## src/rtl/irs_pedestal_scan_controller.sv

```systemverilog
// Pedestal scan sequencer: drives the block manager's ped_* inputs one block at a time,
// forcing a write per sample and passing each written block to readout by req/ack.
module irs_pedestal_scan_controller #(
  parameter int unsigned SETTLE_CYCLES = 4,
  parameter int unsigned ACK_TIMEOUT   = 4095
) (
  input  logic       clk_i,
  input  logic       rst_i,
  input  logic       start_i,
  input  logic       abort_i,
  input  logic [8:0] first_blk_i,
  input  logic [8:0] last_blk_i,
  input  logic [7:0] repeat_i,
  input  logic       blk_ack_i,
  input  logic       rd_ack_i,
  output logic       ped_mode_o,
  output logic [8:0] ped_address_o,
  output logic       ped_sample_o,
  output logic       rd_req_o,
  output logic [8:0] rd_blk_o,
  output logic       busy_o,
  output logic       done_o,
  output logic       err_o
);
  localparam int unsigned TW = $clog2(ACK_TIMEOUT + 1);
  localparam int unsigned SW = (SETTLE_CYCLES > 1) ? $clog2(SETTLE_CYCLES) : 1;
  localparam logic [SW-1:0] SETTLE_LAST = SW'(SETTLE_CYCLES - 1);
  localparam logic [TW-1:0] TO_LIMIT    = TW'(ACK_TIMEOUT);

  typedef enum logic [2:0] {
    S_IDLE, S_SETTLE, S_SAMPLE, S_WAIT_ACK, S_READ, S_NEXT, S_FINISH
  } state_t;

  state_t          r_state;
  state_t          w_nxt;
  logic [8:0]      r_last;
  logic [8:0]      r_addr;
  logic [7:0]      r_rep;
  logic [7:0]      r_rep_cnt;
  logic [SW-1:0]   r_set_cnt;
  logic [TW-1:0]   r_to_cnt;
  logic            r_abort_pend;
  logic            w_abort;
  logic [TW-1:0]   w_to_nxt;
  logic            w_to_expire;

  assign w_abort       = abort_i | r_abort_pend;
  assign w_to_nxt      = r_to_cnt + 1'b1;
  assign w_to_expire   = (w_to_nxt == TO_LIMIT);
  assign ped_address_o = r_addr;
  assign rd_blk_o      = r_addr;

  always_comb begin
    w_nxt = r_state;
    case (r_state)
      S_IDLE:     if (start_i) w_nxt = S_SETTLE;
      S_SETTLE:   if (w_abort) w_nxt = S_FINISH;
                  else if (r_set_cnt == SETTLE_LAST) w_nxt = S_SAMPLE;
      S_SAMPLE:   w_nxt = w_abort ? S_FINISH : S_WAIT_ACK;
      S_WAIT_ACK: if (w_abort) w_nxt = S_FINISH;
                  else if (blk_ack_i) w_nxt = S_READ;
                  else if (w_to_expire) w_nxt = S_FINISH;
      S_READ:     if (rd_ack_i) begin
                    if (w_abort) w_nxt = S_FINISH;
                    else if (r_rep_cnt != r_rep) w_nxt = S_SAMPLE;
                    else if (r_addr == r_last) w_nxt = S_FINISH;
                    else w_nxt = S_NEXT;
                  end
      S_NEXT:     w_nxt = w_abort ? S_FINISH : S_SAMPLE;
      S_FINISH:   w_nxt = S_IDLE;
      default:    w_nxt = S_IDLE;
    endcase
  end

  always_ff @(posedge clk_i) begin
    if (rst_i) begin
      r_state      <= S_IDLE;
      r_last       <= '0;
      r_addr       <= '0;
      r_rep        <= '0;
      r_rep_cnt    <= '0;
      r_set_cnt    <= '0;
      r_to_cnt     <= '0;
      r_abort_pend <= 1'b0;
      ped_mode_o   <= 1'b0;
      ped_sample_o <= 1'b0;
      rd_req_o     <= 1'b0;
      busy_o       <= 1'b0;
      done_o       <= 1'b0;
      err_o        <= 1'b0;
    end else begin
      r_state      <= w_nxt;
      // Outputs are registered from the next state so they line up with it.
      ped_mode_o   <= (w_nxt != S_IDLE) && (w_nxt != S_FINISH);
      busy_o       <= (w_nxt != S_IDLE);
      ped_sample_o <= (w_nxt == S_SAMPLE);
      rd_req_o     <= (w_nxt == S_READ);
      done_o       <= (r_state == S_FINISH);

      if ((r_state == S_IDLE) || (r_state == S_FINISH)) r_abort_pend <= 1'b0;
      else if (abort_i) r_abort_pend <= 1'b1;

      case (r_state)
        S_IDLE: if (start_i) begin
          r_last    <= last_blk_i;
          r_rep     <= repeat_i;
          r_addr    <= first_blk_i;
          r_rep_cnt <= '0;
          r_set_cnt <= '0;
          err_o     <= 1'b0;
        end
        S_SETTLE:   r_set_cnt <= r_set_cnt + 1'b1;
        S_SAMPLE:   r_to_cnt <= '0;
        S_WAIT_ACK: begin
          r_to_cnt <= w_to_nxt;
          if (!w_abort && !blk_ack_i && w_to_expire) err_o <= 1'b1;
        end
        S_READ: begin
          if (w_nxt == S_SAMPLE) r_rep_cnt <= r_rep_cnt + 1'b1;
          // Advance on entry to NEXT so the new address is stable a cycle before its sample.
          if (w_nxt == S_NEXT) begin
            r_addr    <= r_addr + 1'b1;
            r_rep_cnt <= '0;
          end
        end
        default: ;
      endcase
    end
  end
endmodule

```

## config.mk

```make
export PLATFORM = sky130hd
export DESIGN_NAME = irs_pedestal_scan_controller
export DESIGN_NICKNAME = d
export VERILOG_FILES = /design/src/rtl/irs_pedestal_scan_controller.sv
export SDC_FILE = /design/constraint.sdc
export NUM_CORES = 1
export LEC_CHECK = 0
export BUFFER_PORTS_ARGS = -buffer_cell sky130_fd_sc_hd__buf_2
export CORE_ASPECT_RATIO = 0.9
export CORE_UTILIZATION = 56
export CTS_CLUSTER_SIZE = 28
export DETAILED_ROUTE_END_ITERATION = 16
export PLACE_DENSITY = 0.8
export SLEW_MARGIN = 40
export SYNTH_ARGS = -nofsm -noshare
export SYNTH_HDL_FRONTEND = slang
export SYNTH_SLANG_ARGS = --single-unit
```

## constraint.sdc

```tcl
create_clock -name clk_i -period 3.49 [get_ports clk_i]
set_input_delay 0.698 -clock clk_i [delete_from_list [all_inputs] [get_ports clk_i]]
set_output_delay 0.698 -clock clk_i [all_outputs]
set_load 0.03 [all_outputs]
```

; ---- Yosys cells after proc, flatten, opt, wreduce, memory -nomap -nowiden
; Index checks and enable logic that the tools add are counted.
[word_totals]
output_inout_bits = 24
regBits = 58
word_cells = 81
input_bits = 32
[op_classes]
muxes = 26
bitwise_logic = 1
addsub = 4
n_eq_ne = 18
reduce_logical = 18
[op_table]
columns = op, count
row1 = 2-to-1 mux 3 bit, 11
row2 = 2-to-1 mux 8 bit, 3
row3 = one-hot mux 12 bit (2 select lines), 1
row4 = 2-to-1 mux 9 bit, 2
row5 = one-hot mux 3 bit (6 select lines), 1
row6 = one-hot mux 9 bit (2 select lines), 1
row7 = one-hot mux 8 bit (2 select lines), 1
row8 = "== test 3 bit, second input constant", 5
row9 = "adder 12 x 1 -> 12 bit, second input constant", 1
row10 = "== test 12 bit, second input constant", 1
row11 = "adder 9 x 1 -> 9 bit, second input constant", 1
row12 = "== test 3 x 2 -> 1 bit, second input constant", 3
row13 = == test 9 bit, 1
row14 = AND reduction 3 bit, 3
row15 = "adder 8 x 1 -> 8 bit, second input constant", 1
row16 = != test 8 bit, 1
row17 = nonzero test 2 bit, 4
row18 = "!= test 2 bit, second input constant", 3
row19 = "!= test 3 bit, second input constant", 2
row20 = 2-to-1 mux 2 bit, 2
row21 = one-hot mux 2 bit (2 select lines), 1
row22 = AND reduction 2 bit, 2
row23 = "== test 3 x 1 -> 1 bit, second input constant", 1
row24 = logical AND 1 bit, 3
row25 = 10 further kinds, 12

; ---- Longest topological paths before layout
[depth]
word_depth = 10
mapped_depth = 12
mapped_depth_nobuf = 9

; ---- Worst setup path after synthesis
; Ideal clock, no wire load.
[synth_path]
kind = register to register
from = register r_to_cnt[1]
to = register r_rep_cnt[6]
stages_incl_launch_ff = 12
setup_ps = 120
t_arrival_ps = 3024
period_less_slack_ps = 3144
required_time_ps = 3370
path_buffers = 2
slack_ps = 346
cell_sequence = dfxtp_1 -> ha_1 -> clkbuf_1 -> nand3_1 -> or4_1 -> a22oi_1 -> o2111ai_1 -> a211oi_2 -> or3b_1 -> buf_2 -> o311a_1 -> a211o_1
[synth_via]
elab_chain_len = 9
elab_cells_between_ends = 12
cone_classes = add/sub: 1 / eq/ne: 4 / mux: 6 / reduce/logical: 1
[synth_rtl]
columns = item, line
row1 = start: declaration, 41  ; logic [TW-1:0] r_to_cnt;
row2 = start signal: assignment, 115  ; r_to_cnt <= w_to_nxt;
row3 = adder 12 x 1 -> 12 bit *, 48  ; assign w_to_nxt = r_to_cnt + 1'b1;
row4 = == test 12 bit *, 49  ; assign w_to_expire = (w_to_nxt == TO_LIMIT);
row5 = 2-to-1 mux 3 bit *, 62  ; else if (w_to_expire) w_nxt = S_FINISH;
row6 = 2-to-1 mux 3 bit *, 61  ; else if (blk_ack_i) w_nxt = S_READ;
row7 = 2-to-1 mux 3 bit *, 60  ; S_WAIT_ACK: if (w_abort) w_nxt = S_FINISH;
row8 = one-hot mux 3 bit (6 select lines) *, 55  ; case (r_state)
row9 = == test 3 x 2 -> 1 bit / == test 3 bit (equally long branches), "119, 121"
row10 = != test 3 bit (no source line) / 2-to-1 mux 8 bit (equally long branches), --
row11 = AND reduction 3 bit (no source line) / one-hot mux 8 bit (2 select lines) (equally long branches), --
row12 = end signal: assignment, 119  ; if (w_nxt == S_SAMPLE) r_rep_cnt <= r_rep_cnt + 1'b1;
row13 = end: declaration, 39  ; logic [7:0] r_rep_cnt;
; Mark *: on every way between the ends. The rest lies on a longest branch, timed or not.
; A chain may end at the register's enable or synchronous reset.

; ---- Final worst setup path
[layout_path]
from = register r_to_cnt[0]
to = register r_rep_cnt[6]
; Same word-level chain as after synthesis.

==> flow_metrics.tcl <==
set metrics [dict create \
    crit_buf_inv 0 \
    synth_edf_count 0 \
    worstSkewPairLatency_ns 0.35 \
    tightest_slew_ns 0.743 \
    critPathLaunch "r_to_cnt[0]" \
    cp_max_fo 11 \
    synthSimpleGateAreaFrac_pct 28.7 \
    finish.instance_area_um2 3650 \
    ys.flop_type "dfxtp_1" \
    start_util_pct 58.9 \
    grt_pass1_vias 2685 \
    skew_ns 0.00891 \
    synth_xor_area_share_pct 4.73 \
    dp_hpwl_mm 5.32 \
    antenna_left 0 \
    finalHoldViolCount 0 \
    grt_max_degree 29 \
    track_usage_pct 26.6 \
    ctsResizeCount 0 \
    fin_setup_tns_ns 0 \
    place.gp.congestion 0.947 \
    finalSetupViolCount 0 \
    die_w_um 81.0 \
    powerDensity_nw_per_um2 673 \
    syn_area_um2 3150 \
    htreeDepth 3 \
    slew_violations 0 \
    final_cells 530 \
    ir_worst_vdd_mv 0.418 \
    crit_path_top_delay_cell "dfxtp_1" \
    cp.arrival_ns 3.52 \
    critical_path_required_ns 3.73 \
    p_comb_share_pct 34.5 \
    antenna_found_initial 0 \
    status "finished, final reports clean" \
    min_period_ns 3.28 \
    start_kind "flip-flop" \
    syn_area_per_cell_um2 7.55 \
    layout_common_cells "nand2_1 (74), dfxtp_1 (58), buf_2 (55), a21oi_1 (39), nor2_1 (35)" \
    worst_path_largest_cell_delay_ns 0.50 \
    cts_setup_buffers 0 \
    die-area_um2 5930 \
    cts_buffer_depth 2 \
    internal-power_uw 1530 \
    r2r_setup_slack_ns 0.21 \
    initialDrtViolationCount 167 \
    cts_tree "built" \
    critPathCaptureType "flip-flop" \
    synth_warnings 0 \
    routed_wl_mm 7.48 \
    cts.reportedPaths.clkPinSlew_ns 0.07 \
    ys_async_sr_fraction_pct 0 \
    synth_top_area_share_pct 36.9 \
    drive_above_1_share_pct 18.4 \
    die_h_um 73.1 \
    hp-class "flip-flop to flip-flop" \
    crit_chain "ha_1 > nand3_1 > or4_1 > a22oi_1 > o2111ai_1 > a211oi_2 > or3b_4 > o311a_1 > a211o_1" \
    nNetsFinal 495 \
    vias_per_cell 5.81 \
    synth_top_family_by_area "simple AND/OR/NAND/NOR gates" \
    p_sw_share_pct 37.8 \
    io_pins 56 \
    fp.coreArea_um2 5350 \
    r2r-end "r_rep_cnt[6]" \
    ys_types 51 \
    crit_type "flip-flop to flip-flop" \
    reg2reg_from "r_to_cnt[0]" \
    switchingPower_uw 929 \
    synth_compound_area_share_pct 20.9 \
    num_rows 25 \
    postSynthCellCount 417 \
    root_buffer "clkbuf_8" \
    routedWlPerCell_um 14.1 \
    grt_pass1_wl_mm 11.9 \
    crit_family "compound AO/OA/AOI/OAI gates" \
    remaining_drc_errors 0 \
    dr.pass1.iters 5 \
    max_freq_mhz 305 \
    cp-endpoint "r_rep_cnt[6]" \
    vias 3080 \
    gr-total-overflow 0 \
    seqPwrFrac_pct 34.8 \
    r2r_cells 9 \
    synth_nets 454 \
    drv_cap 0 \
    cts_buffers 9 \
    p_clk_share_pct 30.7 \
    yosysTopAreaCell "dfxtp_1" \
    synth-seq-cells 58 \
    cts_sinks 58 \
    grt_setup_unrepaired "false" \
    p_leak_uw 0.00153 \
    cp.depth 9 \
    power_uw 2450 \
    holdBufCountCts 0 \
    fin_hold_ws_ns 0.469 \
    diodes 0 \
    fin_crit_sh_pct 93.9 \
    ys_top_cells_by_area "dfxtp_1 (37%), nand2_1 (8.8%), a21oi_1 (6.2%), nor2_1 (4.2%), o21ai_0 (3.3%)" \
    synth-seq-area-share_pct 36.9 \
    place_inst 514 \
    synthAdderAreaFrac_pct 1.99 \
    layout_commonest_cell "nand2_1" \
    synth.mux.area_fraction_pct 0.636 \
    max-slew-margin-rel_pct 50.5 \
    placed_area_um2 3410 \
    syn2layout_area_growth_pct 15.9 \
    port_buffers 55 \
]
-- power groups by stage --
stage               clock network (uW)  registers, uW  logic, uW
finish                             754            854        847
global route                       795            867        935
global placement                     0            862        819
floorplan                            0            918        604
detailed placement                   0            867        835
CTS                                760            852        837
-- Yosys cell counts (all sizes together), types with 2 or more instances --
master,n
buf,16
xnor2,10
o221ai,2
nor2,35
and2,4
nand3,18
o22ai,5
a31oi,2
o2bb2ai,2
dfxtp,58
nor2b,5
clkbuf,17
nand3b,2
a21oi,39
or4,7
nor4,3
nand2,74
o31ai,6
nand4,4
mux2i,2
a22oi,8
o21ai,21
o21a,3
or3,3
nand2b,4
a22o,3
and3,8
o211ai,4
or2,3
xor2,7
nor3,13
inv,9
ha,5
-- worst min-delay path by stage --
stage	slack, ns	to	start	cells past startpoint
global route	0.48	r_rep[5]	r_rep[5]	2
detailed placement	0.46	r_last[1]	r_last[1]	2
CTS	0.47	r_last[1]	r_last[1]	2
global placement	0.46	r_last[2]	r_last[2]	2
floorplan	0.45	r_last[8]	r_last[8]	2
finish	0.47	r_last[5]	r_last[5]	2
-- sequential cells by signal, summed over array words and instances (netlist names), 2 cells and up --
signal and cells:
r_rep_cnt 8, ped_address_o 9, r_to_cnt 12, r_last 9, r_set_cnt 2, r_rep 8
r_state 3
-- through the flow --
stage,util (%),setup slack (ns)
after floorplan,-,0.346
after global placement,63.7,0.370
after detailed placement,63.7,0.208
after CTS,68.2,0.171
after global routing,68.2,0.0192
final,68.2,0.214
-- worst register-to-register path, delay by kind of cell, from the launching register on --
kind,cells,cell delay [ns]
AOI/OAI and AO/OA,5,1.42
and+or+nand+nor,3,1.04
DFF,1,0.50
adders and majority gates,1,0.23
-- cell type report --
class	count	area, um^2
flip-flops and latches	58	1160
repair buffers	63	335
well taps	67	83.8
inverters	9	33.8
multi-input cells	317	1790
fillers	448	1700
clock buffers	9	124
clock inverters	7	118
-- cells by family after synthesis --
family          Yosys count
buf+inv                  42
fa+ha+maj                 5
xor+xnor                 17
mux                       2
simple gates            188
compound gates          105
flops                    58
-- routing by layer --
| layer | vias up | wire length [um] | share of wire [%] | global-route usage [%] |
|---|---|---|---|---|
| li1 | 1548 | - | - | - |
| met1 | 1411 | 3370 | 45 | 32.4 |
| met5 | - | 0 | 0 | 0 |
| met3 | 20 | 382 | 5.1 | 9.00 |
| met4 | 0 | 162 | 2.2 | 11.3 |
| met2 | 101 | 3570 | 48 | 42.8 |
No activity file was read; power rests on OpenSTA's default activity.
